$ cat config.mk
export PLATFORM = sky130hd
export DESIGN_NAME = bla_sub_pipe
export DESIGN_NICKNAME = d
export VERILOG_FILES = /design/src/rtl/bla_sub_pipe.sv
export SDC_FILE = /design/constraint.sdc
export NUM_CORES = 1
export LEC_CHECK = 0
export CAP_MARGIN = 20
export CORE_ASPECT_RATIO = 0.6
export CORE_UTILIZATION = 60
export DETAILED_ROUTE_END_ITERATION = 10
export PLACE_DENSITY = 0.92
export SLEW_MARGIN = 40
export SYNTH_ARGS = -nofsm -noshare
export SYNTH_HDL_FRONTEND = slang
export SYNTH_SLANG_ARGS = --single-unit
$ cat constraint.sdc
create_clock -name clk -period 4.1 [get_ports clk]
set_input_delay 0.41 -clock clk [delete_from_list [all_inputs] [get_ports clk]]
set_output_delay 0.41 -clock clk [all_outputs]
set_load 0.01 [all_outputs]
$ cat src/rtl/bla_sub_pipe.sv
// bla_sub_pipe: pipelined a - b - b_in built from 4-bit
// borrow-lookahead slices, one slice per pipeline stage.
module bla_sub_pipe #(
    parameter int WIDTH = 16,
    localparam int STAGES = WIDTH / 4
) (
    input  logic             clk,
    input  logic             rst_n,
    input  logic             in_valid,
    output logic             in_ready,
    input  logic [WIDTH-1:0] a,
    input  logic [WIDTH-1:0] b,
    input  logic             b_in,
    output logic             out_valid,
    input  logic             out_ready,
    output logic [WIDTH-1:0] diff,
    output logic             b_out,
    output logic             ovf
);

    typedef struct packed {
        logic       bm;
        logic       bo;
        logic [3:0] d;
    } slice_t;

    function automatic slice_t bl_slice(
        input logic [3:0] x,
        input logic [3:0] y,
        input logic       bi
    );
        logic [3:0] g;
        logic [3:0] p;
        logic [4:0] br;
        slice_t     r;
        g     = ~x & y;
        p     = ~(x ^ y);
        br[0] = bi;
        br[1] = g[0] | (p[0] & bi);
        br[2] = g[1] | (p[1] & g[0]) | (&p[1:0] & bi);
        br[3] = g[2] | (p[2] & g[1]) | (&p[2:1] & g[0])
              | (&p[2:0] & bi);
        br[4] = g[3] | (p[3] & g[2]) | (&p[3:2] & g[1])
              | (&p[3:1] & g[0]) | (&p[3:0] & bi);
        r.d   = x ^ y ^ br[3:0];
        r.bo  = br[4];
        r.bm  = br[3];
        return r;
    endfunction

    logic [STAGES-1:0] vld_q, vld_d;
    logic [STAGES-1:0] bo_q, bo_d;
    logic              msb_q, msb_d;
    logic [WIDTH-1:0]  dif_q [STAGES];
    logic [WIDTH-1:0]  dif_d [STAGES];
    logic [WIDTH-1:0]  opa_q [STAGES];
    logic [WIDTH-1:0]  opa_d [STAGES];
    logic [WIDTH-1:0]  opb_q [STAGES];
    logic [WIDTH-1:0]  opb_d [STAGES];
    slice_t            sl    [STAGES];
    logic              stall;

    assign sl[0] = bl_slice(a[3:0], b[3:0], b_in);

    // Slice k borrows from the stage k-1 register, not from slice k-1.
    for (genvar k = 1; k < STAGES; k++) begin : g_sl
        assign sl[k] = bl_slice(opa_q[k-1][4*k +: 4],
                                opb_q[k-1][4*k +: 4],
                                bo_q[k-1]);
    end

    assign out_valid = vld_q[STAGES-1];
    assign diff      = dif_q[STAGES-1];
    assign b_out     = bo_q[STAGES-1];
    assign ovf       = msb_q ^ bo_q[STAGES-1];
    assign stall     = out_valid & ~out_ready;
    assign in_ready  = ~stall;

    always_comb begin
        vld_d = vld_q;
        bo_d  = bo_q;
        msb_d = msb_q;
        for (int k = 0; k < STAGES; k++) begin
            dif_d[k] = dif_q[k];
            opa_d[k] = opa_q[k];
            opb_d[k] = opb_q[k];
        end
        if (!stall) begin
            vld_d[0] = in_valid;
            if (in_valid) begin
                dif_d[0]      = '0;
                dif_d[0][3:0] = sl[0].d;
                opa_d[0]      = a;
                opb_d[0]      = b;
                bo_d[0]       = sl[0].bo;
                if (STAGES == 1) msb_d = sl[0].bm;
            end
            // Data only moves with a valid token so outputs hold across bubbles.
            for (int k = 1; k < STAGES; k++) begin
                vld_d[k] = vld_q[k-1];
                if (vld_q[k-1]) begin
                    dif_d[k]            = dif_q[k-1];
                    dif_d[k][4*k +: 4]  = sl[k].d;
                    opa_d[k]            = opa_q[k-1];
                    opb_d[k]            = opb_q[k-1];
                    bo_d[k]             = sl[k].bo;
                    if (k == STAGES - 1) msb_d = sl[k].bm;
                end
            end
        end
    end

    always_ff @(posedge clk or negedge rst_n) begin
        if (!rst_n) begin
            vld_q <= '0;
            bo_q  <= '0;
            msb_q <= 1'b0;
            for (int k = 0; k < STAGES; k++) begin
                dif_q[k] <= '0;
                opa_q[k] <= '0;
                opb_q[k] <= '0;
            end
        end else begin
            vld_q <= vld_d;
            bo_q  <= bo_d;
            msb_q <= msb_d;
            for (int k = 0; k < STAGES; k++) begin
                dif_q[k] <= dif_d[k];
                opa_q[k] <= opa_d[k];
                opb_q[k] <= opb_d[k];
            end
        end
    end

endmodule

## Word-level counts from Yosys, hierarchy flattened

Cells that the tools add are included.

| word-level totals | value |
|---|---|
| output and inout port bits | 20 |
| register bits after elaboration | 145 |
| word-level logic and storage cells | 148 |
| bits of input ports | 37 |

| cells by class | value |
|---|---|
| bitwise operators | 104 |
| reductions and logical operators | 28 |

Operators with widths:

| kind | number |
|---|---|
| $and A1 B1 Y1 | 41 |
| $or A1 B1 Y1 | 40 |
| $not A4 Y4 | 8 |
| $reduce_and A2 Y1 | 16 |
| $xor A4 B4 Y4 | 8 |
| $reduce_and A3 Y1 | 8 |
| $and A4 B4 Y4 | 4 |
| $reduce_and A4 Y1 | 4 |
| $not A1 Y1 | 2 |
| $xor A1 B1 Y1 | 1 |

## Depth between registers and ports, before layout

Gate-level depths: netlist (run 1).

| logic depth | value |
|---|---|
| depth after elaboration | 7 |
| mapped depth | 6 |
| mapped depth without buffers | 6 |

## Worst setup path after synthesis (run 1)

OpenSTA, ideal clock, no wires.

| path | value |
|---|---|
| path kind | input to register |
| start point | input a[0] |
| end point | register bo_q[0] |
| setup slack | 2,618 ps |
| cell stages on the path | 6 |
| data arrival time | 1,355 ps |
| buffers on the path | 0 |
| required time | 3,973 ps |
| cell sequence | inv_1 -> ha_1 -> a211oi_1 -> o21bai_1 -> a211oi_1 -> a21oi_1 |

| between the ends | value |
|---|---|
| word-level cells in the longest chain between the ends | 5 |

RTL lines:

| what | line | text |
|---|---|---|
| start, declared | 11 | `input logic [WIDTH-1:0] a,` |
| $xor A4 B4 Y4 / $not A4 Y4 (equally long branches) | 37, 36 |  |
| $not A4 Y4 / $and A4 B4 Y4 (equally long branches) | 37, 36 |  |
| $reduce_and A4 Y1 / $and A1 B1 Y1 (equally long branches) | 44 | `\| (&p[3:1] & g[0]) \| (&p[3:0] & bi);` |
| $and A1 B1 Y1 / $or A1 B1 Y1 (equally long branches) | 44 |  |
| $or A1 B1 Y1 * | 44 |  |
| end signal, assigned | 125 | `bo_q <= bo_d;` |
| end, declared | 52 | `logic [STAGES-1:0] bo_q, bo_d;` |

Every way passes the cells marked *; elsewhere a longest branch is shown, timed or not.
A chain may end at the register's enable or synchronous reset.

## Worst setup path in the final report (run 1)

| path | value |
|---|---|
| start point | input out_ready |
| end point | output in_ready |

| between the ends | value |
|---|---|
| word-level cells in the longest chain between the ends | 3 |

RTL lines:

| what | line | text |
|---|---|---|
| start, declared | 15 | `input logic out_ready,` |
| $not A1 Y1 | 76 | `assign stall = out_valid & ~out_ready;` |
| $and A1 B1 Y1 | 76 |  |
| $not A1 Y1 (no line) | - |  |
| end, declared | 10 | `output logic in_ready,` |

Every way passes these cells.

==> results by group, run 1 <==
CTS
  • CTS tree: built
  • H-Tree Level Count: 3
  • Hold Buf Count CTS: 0
  • CTS clk-pin slew, worst paths: ~70 ps
  • CTS root buf: clkbuf_16
  • Setup Fix Bufs, Post-CTS: 0
  • Post-cts sizing count: 0
  • Clk Latency, worst-skew pair: 350 ps
  • Clk buf depth: 2
  • CTS sink cnt: 97
  • TritonCTS Buffers: 9

Route
  • Antenna viol nets, final: 0
  • Routed WL: 8.55 mm
  • Vias: roughly 2600
  • Vias/cell: roughly 5.4
  • Drt initial violations: roughly 170
  • DRC Markers: 0
  • Number of detailed-routing iterations run before antenna repair: 4
  • WL/cell: about 18 microns

Floorplanning
  • Cell Rows: 24
  • Initial Utilization: 62.8%
  • Die height: 70.1 microns
  • Die Area: approximately 8000 sq um
  • I/O pins: 57
  • Core Region: roughly 7400 sq um
  • Die width: between 100 and 150 microns

Global routing
  • First-pass GRT wire length: roughly 14 mm
  • Initial antenna violation count: 0
  • Vias in the first global route: about 2700
  • Largest net degree at the start of global routing: 40
  • GRT overflow: 0
  • GRT Total Usage: a little under a quarter

Synth
  • Syn nets: 386
  • Sequential share of the synthesized area: between 50% and 60%
  • Syn Area/Cell: between 10 and 15 sq um
  • Synth Cell Area: between 4000 and 5000 sq um
  • Post-Synthesis Cells: between 300 and 400
  • Seq cells post-synth: between 90 and 100
  • Count of cell types in the netlist: 28
  • YS warnings: 0

Layout
  • Final Non-Filler Cells: roughly 480
  • Area growth, synth to finish: 16.7%
  • Fraction of layout instances using a drive strength above 1: a little over a quarter
  • Post-route cell area: roughly 5400 sq um
  • Layout Nets: between 400 and 500
  • N_diodes: 0
  • Post-layout util: 73.3%

Timing
  • RSZ-0062 raised after global routing: false
  • Max Clock Freq: 0.474 GHz
  • Period utilisation layout: between 50% and 60%
  • Setup TNS: 0 ps
  • Final Hold Viols: 0
  • Actual slew at the worst max-slew pin: roughly 530 ps
  • Final Setup Violations: 0
  • Fin. max-slew vios: 0
  • Hold slack: 21.6 ps
  • Slew headroom: approximately 65%
  • Worst Skew: approximately 9 ps
  • Setup slack after layout: ~2000 ps
  • Min Tclk post-route: approximately 2100 ps

Status
  • Outcome: finished, final reports clean

Worst setup path
  • CP required: approximately 3700 ps
  • Max incr delay on CP: 580 ps
  • CP arrival: 1700 ps
  • Crit path max-delay family: buffers and inverters
  • Crit path from: out_ready
  • Worst R2R Start: opa_q[40]$_DFFE_PN0P_
  • Crit Path Category: input port to output pin
  • Worst Setup End Kind: output pin
  • Cells along the critical path: clkdlybuf4s50_1 -> nand2b_4 -> clkdlybuf4s50_1
  • CP max FO: 11
  • Most used cell, CP: clkdlybuf4s50_1
  • Worst setup SP type: input port
  • Slowest CP cell: clkdlybuf4s50_1
  • Bufs and invs on worst path: 2

Job
  • Maximum Capacitance Violations: 0

Pwr
  • Leakage: roughly 2.6 nW
  • VDD IR max: 0.000286 V
  • Power after layout: between 4 and 5 mW
  • PwrDens: ~810 nW/um^2

Placed design
  • DP Worst Slack: approximately 1800 ps
  • Dpl hpwl: around 5.6 mm
  • Placed instance area: roughly 5100 sq um
  • I/O Buffers: 56
  • Inst Count DP: around 460
  • Routability congestion estimate: between 0.7 and 0.8

Worst hold path
  • HP Class: input port to asynchronous set/reset pin
-- cells in the mapped netlist --
cell | number | area (sq um)
a21oi_2 | 1 | 8.76
dfrtp_1 | 97 | 2430
a211oi_1 | 6 | 45.0
fa_1 | 4 | 80.1
o21ai_0 | 19 | 95.1
mux2_4 | 54 | 811
o21bai_1 | 3 | 22.5
nand2b_4 | 1 | 13.8
inv_1 | 25 | 93.8
buf_12 | 1 | 20.0
nand2_4 | 1 | 11.3
o21a_1 | 1 | 7.51
nor2_1 | 1 | 3.75
a211o_1 | 1 | 8.76
xor2_1 | 5 | 43.8
buf_2 | 1 | 5.00
buf_6 | 8 | 90.1
buf_4 | 17 | 128
mux2_2 | 21 | 236
xnor2_1 | 8 | 70.1
nand3_1 | 1 | 5.00
mux2i_1 | 1 | 10.0
a21oi_1 | 6 | 30.0
o21ai_1 | 3 | 15.0
nand2_8 | 2 | 40.0
a21o_1 | 3 | 22.5
ha_1 | 19 | 238
nand2_1 | 16 | 60.1
-- worst paths after layout --
path	slack (ps)	cells past startpoint	endpoint
max reg2reg	2150	6	bo_q[2]$_DFFE_PN0P_
min reg2reg	480	2	dif_q[27]$_DFFE_PN0P_
min	20	1	diff[14]$_DFFE_PN0P_
min in group clk	480	2	dif_q[27]$_DFFE_PN0P_
max in group asynchronous	3340	2	dif_q[26]$_DFFE_PN0P_
max	1990	3	in_ready
-- per-layer routing --
metal | wire, microns | GRT usage (%) | vias up
met4 | 104 | 8.95 | 0
met3 | 456 | 6.08 | 13
met2 | 4150 | 38.2 | 76
met1 | 3840 | 31.6 | 1307
li1 | - | - | 1175
met5 | 0 | 0 | -
-- area by class of cell --
type | count | area [sq um]
timing repair buffer | 58 | 586
inverter | 25 | 93.8
tap | 104 | 130
fill | 468 | 1970
clock inverter | 6 | 68.8
sequential | 97 | 2430
clock buffer | 10 | 229
multi-input combinational | 177 | 1880
-- placed cells by master (no fill, tap or decap), drive strengths merged, types with 3 or more instances in the layout --
cell           instances
a21o                   3
dfrtp                 97
buf                    3
fa                     4
a21oi                  7
clkinv                 4
inv                   25
ha                    19
o21bai                 3
clkbuf                10
mux2                  75
xnor2                  8
o21ai                 22
a211oi                 6
xor2                   5
nand2                 19
clkdlybuf4s50         55
-- cells by family after synthesis --
group                    after synthesis  synth area share, %
flip-flops                            97                 52.3
multiplexers                          76                 22.8
buffers and inverters                 52                 7.25
AO/OA/AOI/OAI                         43                 5.50
adder cells (fa/ha/maj)               23                 6.85
AND/OR/NAND/NOR                       22                 2.88
XOR/XNOR                              13                 2.45
-- report_power, final --
part | leakage [nW] | switching, mW | total, mW | internal (mW)
clock network | 0.143 | 0.365 | 0.840 | 0.475
registers | 1.16 | 0.315 | 1.70 | 1.39
logic | 1.30 | 0.771 | 1.82 | 1.05
total | 2.60 | 1.45 | 4.36 | 2.91
-- registers in the layout (all words and copies together), names as in the netlist --
name / count
opa_q: 24
dif_q: 24
opb_q: 24
bo_q: 4
diff: 16
msb_q: 1
vld_q: 4
-- worst reg2reg max path: cells and delay by family (launching register included) --
kind / cells / cell delay [ps]
compound gates: 3 / 880
flops: 1 / 410
fa+ha+maj: 1 / 340
buf+inv: 1 / 100
simple gates: 1 / 100
No activity file was read; power rests on OpenSTA's default activity.
==> run 2: changes to the inputs <==
- CORE_UTILIZATION: 60 -> 50
- PLACE_DENSITY: 0.92 -> 0.83
- clock period: 4.1 -> 1.8 ns (I/O delays scaled with it)
==> results by group, run 2 (synthesis gave the netlist of run 1 again) <==
Timing
  • Final Setup Violations: 0 (unchanged)
  • Max Clock Freq: slightly below 0.6 GHz
  • Hold slack: 352 ps (was 21.6 ps)
  • Setup TNS: 0 ps (unchanged)
  • Final Hold Viols: 0 (unchanged)
  • Period utilisation layout: 95.3%
  • Min Tclk post-route: roughly 1700 ps
  • Worst Skew: 7.80 ps (was 9.27 ps)
  • Slew headroom: 67.4% (was 64.9%)
  • Actual slew at the worst max-slew pin: 489 ps (was 526 ps)
  • Fin. max-slew vios: 0 (unchanged)
  • RSZ-0062 raised after global routing: false (unchanged)

Layout
  • Layout Nets: 435 (was 428)
  • Final Non-Filler Cells: 492 (was 477)
  • Fraction of layout instances using a drive strength above 1: 27.6% (was 26.5%)
  • Post-route cell area: 5510 sq um (was 5420 sq um)
  • N_diodes: 0 (unchanged)
  • Largest regs: dif_q (24), opa_q (24), opb_q (24) (unchanged)
  • Most common cell after layout, fill and taps aside: dfrtp_1 (unchanged)
  • Area growth, synth to finish: 18.7% (was 16.7%)
  • Most frequent cells in the layout: dfrtp_1, clkdlybuf4s50_1, mux2_4 (unchanged)

Floorplanning
  • Initial Utilization: 53.0% (was 62.8%)
  • Core Region: 8750 sq um (was 7390 sq um)
  • Die height: 76.6 microns (was 70.1 microns)
  • Die Area: 9690 sq um (was 8100 sq um)
  • Cell Rows: 26 (was 24)
  • I/O pins: 57 (unchanged)
  • Die width: 126 microns (was 116 microns)

CTS
  • Clk buf depth: 2 (unchanged)
  • CTS root buf: clkbuf_16 (unchanged)
  • Post-cts sizing count: 0 (unchanged)
  • CTS tree: built (unchanged)
  • CTS clk-pin slew, worst paths: 60 ps (was 70 ps)
  • Clk Latency, worst-skew pair: 330 ps (was 350 ps)
  • CTS sink cnt: 97 (unchanged)
  • TritonCTS Buffers: 9 (unchanged)
  • H-Tree Level Count: 3 (unchanged)

Global routing
  • GRT overflow: 0 (unchanged)
  • Vias in the first global route: 2517 (was 2744)
  • Initial antenna violation count: 0 (unchanged)
  • Largest net degree at the start of global routing: 45 (was 40)
  • First-pass GRT wire length: 12.6 mm (was 14.0 mm)
  • GRT Total Usage: 17.1% (was 23.9%)

Worst setup path
  • Crit Path Category: flip-flop to output pin (was input port to output pin)
  • Worst setup SP type: flip-flop (was input port)
  • CP max FO: 11 (unchanged)
  • CP required: 1620 ps (was 3690 ps)
  • Worst Setup End Kind: output pin (unchanged)
  • CP arrival: 1540 ps (was 1700 ps)

Placed design
  • Routability congestion estimate: 0.787 (was 0.761)
  • Dpl hpwl: 5.36 mm (was 5.59 mm)
  • Placed instance area: 5190 sq um (was 5110 sq um)
  • Inst Count DP: 474 (was 461)
  • I/O Buffers: 56 (unchanged)

Pwr
  • Sw Ratio: 31.0% (was 33.3%)
  • Power after layout: 9.80 mW (was 4.36 mW)
  • Sequential Power Share: 39.0% (was 39.1%)
  • PwrDens: 1780 nW/um^2 (was 806 nW/um^2)
  • Psw: 3.04 mW (was 1.45 mW)
  • P_int: 6.76 mW (was 2.91 mW)
  • Clock share of power: 19.5% (was 19.3%)
  • Leakage: 2.65 nW (was 2.60 nW)
  • VDD IR max: 0.000719 V (was 0.000286 V)
  • Combinational power share: 41.5% (was 41.7%)

Route
  • Antenna viol nets, final: 0 (unchanged)
  • Number of detailed-routing iterations run before antenna repair: 4 (unchanged)
  • WL/cell: 15.0 microns (was 17.9 microns)
  • Vias/cell: 4.98 (was 5.39)
  • Vias: 2449 (was 2571)
  • DRC Markers: 0 (unchanged)
  • Drt initial violations: 65 (was 165)
  • Routed WL: 7.39 mm (was 8.55 mm)

Worst hold path
  • HP Class: input port to asynchronous set/reset pin (unchanged)

Status
  • Outcome: finished, final reports clean (unchanged)

Job
  • Maximum Capacitance Violations: 0 (unchanged)
-- run 2: final cells by class --
type,count,area (sq um)
fillers,687,3240
inverters,25,93.8
multi-input cells,177,1880
repair buffers,65,666
clock inverters,5,53.8
clock buffers,11,253
flip-flops and latches,97,2430
well taps,112,140
-- run 2: worst max-delay path, cell delays in order, from the launching register on --
cell	delay [ps]
dfrtp_1	410
nand2b_4	220
clkdlybuf4s50_1	580
-- run 2: worst paths after layout --
check,to,from,cells past startpoint,slack (ps)
max in group asynchronous,vld_q[0]$_DFFE_PN0N_,rst_n,3,830
min reg2reg,dif_q[50]$_DFFE_PN0P_,dif_q[50]$_DFFE_PN0P_,2,480
min,diff[14]$_DFFE_PN0P_,rst_n,2,350
min in group clk,opb_q[60]$_DFFE_PN0P_,b[12],2,460
max reg2reg,bo_q[1]$_DFFE_PN0P_,opa_q[52]$_DFFE_PN0P_,6,100
max,in_ready,vld_q[3]$_DFFE_PN0N_,2,80
-- run 2: layer usage --
metal	GRT usage (%)	part of all wire [%]	routed length, microns	up-vias
met5	0	0	0	-
met4	5.90	1.3	99	0
met3	4.92	4.6	342	7
met2	25.8	44	3260	56
met1	23.6	50	3690	1189
li1	-	-	-	1197
-- run 2: timing repair --
item	CTS	global route
endpoints found under the setup margin	0	1
setup buffers	0	1
hold endpoints to repair	36	0
hold buffers	1	0
-- run 2: metrics by stage --
step,worst slack (ps),util (%)
finish,85.0,63.0
global route,5.70,63.0
CTS,65.3,62.9
detailed placement,-47.0,59.3
global placement,-12.7,59.3
floorplan,324,-
-- run 2: power groups by stage --
stage	Combinational (mW)	Clock [mW]	Sequential, mW
3_3_place_gp	3.93	0	3.80
3_5_place_dp	4.08	0	3.86
2_1_floorplan	3.36	0	3.62
5_1_grt	4.49	2.06	3.95
6_report	4.06	1.91	3.82
4_1_cts	4.11	1.96	3.83
==> run 3: changes to the inputs <==
--- a/config.mk
+++ b/config.mk
@@ -9,5 +9,6 @@
 export CORE_ASPECT_RATIO = 0.6
-export CORE_UTILIZATION = 50
+export CORE_UTILIZATION = 52
+export CTS_BUF_LIST = sky130_fd_sc_hd__clkbuf_8
 export DETAILED_ROUTE_END_ITERATION = 10
-export PLACE_DENSITY = 0.83
+export PLACE_DENSITY = 0.85
 export SLEW_MARGIN = 40
--- a/constraint.sdc
+++ b/constraint.sdc
@@ -3,2 +3,2 @@
 set_output_delay 0.18 -clock clk [all_outputs]
-set_load 0.01 [all_outputs]
+set_load 0.005 [all_outputs]
==> results by group, run 3 (synthesis gave the netlist of run 1 again) <==
Floorplanning
  • Die Area: 9320 sq um (was 9690 sq um)
  • I/O pins: 57 (unchanged)
  • Die height: 75.2 microns (was 76.6 microns)
  • Cell Rows: 26 (unchanged)
  • Die width: 124 microns (was 126 microns)
  • Initial Utilization: 54.1% (was 53.0%)
  • Core Region: 8590 sq um (was 8750 sq um)

Timing
  • Final Hold Viols: 0 (unchanged)
  • Final Setup Violations: 0 (unchanged)
  • Fin. max-slew vios: 0 (unchanged)
  • RSZ-0062 raised after global routing: false (unchanged)
  • Worst Skew: 11.2 ps (was 7.80 ps)
  • Period utilisation layout: 93.3% (was 95.3%)
  • Min Tclk post-route: 1680 ps (was 1720 ps)
  • Slew headroom: 66.3% (was 67.4%)
  • Setup TNS: 0 ps (unchanged)
  • Setup slack after layout: 121 ps (was 85.0 ps)
  • Max Clock Freq: 0.596 GHz (was 0.583 GHz)
  • Actual slew at the worst max-slew pin: 506 ps (was 489 ps)

CTS
  • CTS tree: built (unchanged)
  • Clk buf depth: 2 (unchanged)
  • Clk Latency, worst-skew pair: 370 ps (was 330 ps)
  • TritonCTS Buffers: 9 (unchanged)
  • CTS clk-pin slew, worst paths: 90 ps (was 60 ps)
  • CTS sink cnt: 97 (unchanged)
  • CTS root buf: clkbuf_8 (was clkbuf_16)
  • H-Tree Level Count: 3 (unchanged)

Pwr
  • PwrDens: 1700 nW/um^2 (was 1780 nW/um^2)
  • VDD IR max: 0.000590 V (was 0.000719 V)
  • P_int: 6.37 mW (was 6.76 mW)
  • Leakage: 2.62 nW (was 2.65 nW)
  • Combinational power share: 43.5% (was 41.5%)
  • Sw Ratio: 31.2% (was 31.0%)
  • Sequential Power Share: 40.9% (was 39.0%)
  • Psw: 2.89 mW (was 3.04 mW)
  • Clock share of power: 15.6% (was 19.5%)

Route
  • DRC Markers: 0 (unchanged)
  • Met3 wire length: 304 microns (was 342 microns)
  • Vias: 2482 (was 2449)
  • WL/cell: 14.7 microns (was 15.0 microns)
  • Number of detailed-routing iterations run before antenna repair: 4 (unchanged)
  • Drt initial violations: 79 (was 65)
  • Top routing layer used: met4 (unchanged)
  • Met1 Routed Length: 3.66 mm (was 3.69 mm)
  • Routed length on met2: 3.16 mm (was 3.26 mm)
  • Antenna viol nets, final: 0 (unchanged)
  • Routed WL: 7.25 mm (was 7.39 mm)
  • Vias/cell: 5.03 (was 4.98)

Global routing
  • Vias in the first global route: 2580 (was 2517)
  • Initial antenna violation count: 0 (unchanged)
  • GRT overflow: 0 (unchanged)
  • Largest net degree at the start of global routing: 40 (was 45)
  • GRT Total Usage: 18.1% (was 17.1%)
  • First-pass GRT wire length: 12.4 mm (was 12.6 mm)

Worst setup path
  • Crit path from: opa_q[40]$_DFFE_PN0P_ (was vld_q[3]$_DFFE_PN0N_)
  • Cells along the critical path: inv_1 -> ha_1 -> a211oi_1 -> o21bai_1 -> a211oi_2 -> nor2_1 (was nand2b_4 -> clkdlybuf4s50_1)
  • CP max FO: 3 (was 11)
  • Slowest CP cell: dfrtp_1 (was clkdlybuf4s50_1)
  • Worst R2R Start: opa_q[40]$_DFFE_PN0P_ (was opa_q[52]$_DFFE_PN0P_)
  • CP arrival: 1940 ps (was 1540 ps)
  • CP required: 2070 ps (was 1620 ps)
  • Crit Path Category: flip-flop to flip-flop (was flip-flop to output pin)
  • Worst Setup End Kind: flip-flop (was output pin)
  • Max incr delay on CP: 410 ps (was 580 ps)
  • Worst setup SP type: flip-flop (unchanged)

Worst hold path
  • HP Class: input port to asynchronous set/reset pin (unchanged)

Placed design
  • Routability congestion estimate: 0.765 (was 0.787)
  • Dpl hpwl: 5.35 mm (was 5.36 mm)
  • I/O Buffers: 56 (unchanged)
  • Placed instance area: 5210 sq um (was 5190 sq um)
  • DP Worst Slack: -53.0 ps (was -47.0 ps)
  • Inst Count DP: 475 (was 474)

Layout
  • Most frequent cells in the layout: dfrtp_1, clkdlybuf4s50_1, mux2_4 (unchanged)
  • Fraction of layout instances using a drive strength above 1: 27.8% (was 27.6%)
  • Final Non-Filler Cells: 493 (was 492)
  • Layout Nets: 436 (was 435)
  • Post-layout util: 63.4% (was 63.0%)
  • Fillers: 663 (was 687)
  • Most common cell after layout, fill and taps aside: dfrtp_1 (unchanged)
  • Area growth, synth to finish: 17.3% (was 18.7%)
  • Post-route cell area: 5440 sq um (was 5510 sq um)
  • Largest regs: dif_q (24), opa_q (24), opb_q (24) (unchanged)
  • N_diodes: 0 (unchanged)

Job
  • Maximum Capacitance Violations: 0 (unchanged)

Status
  • Outcome: finished, final reports clean (unchanged)
## run 3: cell count changes in the layout (fill, tap and decap cells not counted)
cell,previous run,this run
clkinv_2,3,1
inv_1,25,27
clkinv_4,1,0
buf_12,3,4
a211oi_1,6,4
clkbuf_16,9,0
clkbuf_8,2,12
a211oi_2,0,2
## run 3: layout make-up
class	instances	area, sq um	area share [%]
clock buffers	12	165	3.03
clock inverters	4	42.5	0.782
inverters	25	93.8	1.72
multi-input cells	177	1890	34.7
flip-flops and latches	97	2430	44.6
well taps	112	140	2.57
repair buffers	66	686	12.6
## run 3: power by group through the flow
stage	Sequential [mW]	Combinational [mW]	Clock, mW
floorplan	3.61	3.28	0
global placement	3.79	3.85	0
detailed placement	3.85	4.00	0
CTS	3.80	4.02	1.49
global route	3.92	4.45	1.58
finish	3.79	4.03	1.44
## run 3: worst max-delay path, delay by kind of cell (launching register included)
family          cells  cell delay (ps)
simple gates        1               70
compound gates      3              710
flops               1              410
buf+inv             1               80
fa+ha+maj           1              310
## run 3: what timing repair did
action | 4_1_cts | 5_1_grt
setup endpoints to repair | 0 | 3
setup buffers | 0 | 1
resized for setup | 0 | 2
endpoints found under the hold margin | 36 | 0
hold buffers | 1 | 0
## run 3: per-layer routing
| layer | vias to the layer above | track usage, % |
|---|---|---|
| li1 | 1197 | - |
| met1 | 1222 | 24.9 |
| met2 | 51 | 26.9 |
| met3 | 12 | 5.53 |
| met4 | 0 | 7.80 |
| met5 | - | 0 |
## run 3: through the flow
step           hold slack (ps)  power [mW]
3_5_place_dp               175        7.85
3_3_place_gp               182        7.64
5_1_grt                    372        9.95
2_1_floorplan             -116        6.89
6_report                   330        9.26
4_1_cts                    327        9.31
## run 3: worst paths after layout
| check | end | depth (start not counted) | slack [ps] |
|---|---|---|---|
| worst max-delay path | bo_q[2]$_DFFE_PN0P_ | 6 | 120 |
| worst min-delay path | diff[12]$_DFFE_PN0P_ | 2 | 330 |
| worst max register to register | bo_q[2]$_DFFE_PN0P_ | 6 | 120 |
| worst min register to register | dif_q[50]$_DFFE_PN0P_ | 2 | 480 |
| max in group asynchronous | opb_q[58]$_DFFE_PN0P_ | 3 | 850 |
| min in group clk | opb_q[56]$_DFFE_PN0P_ | 2 | 420 |
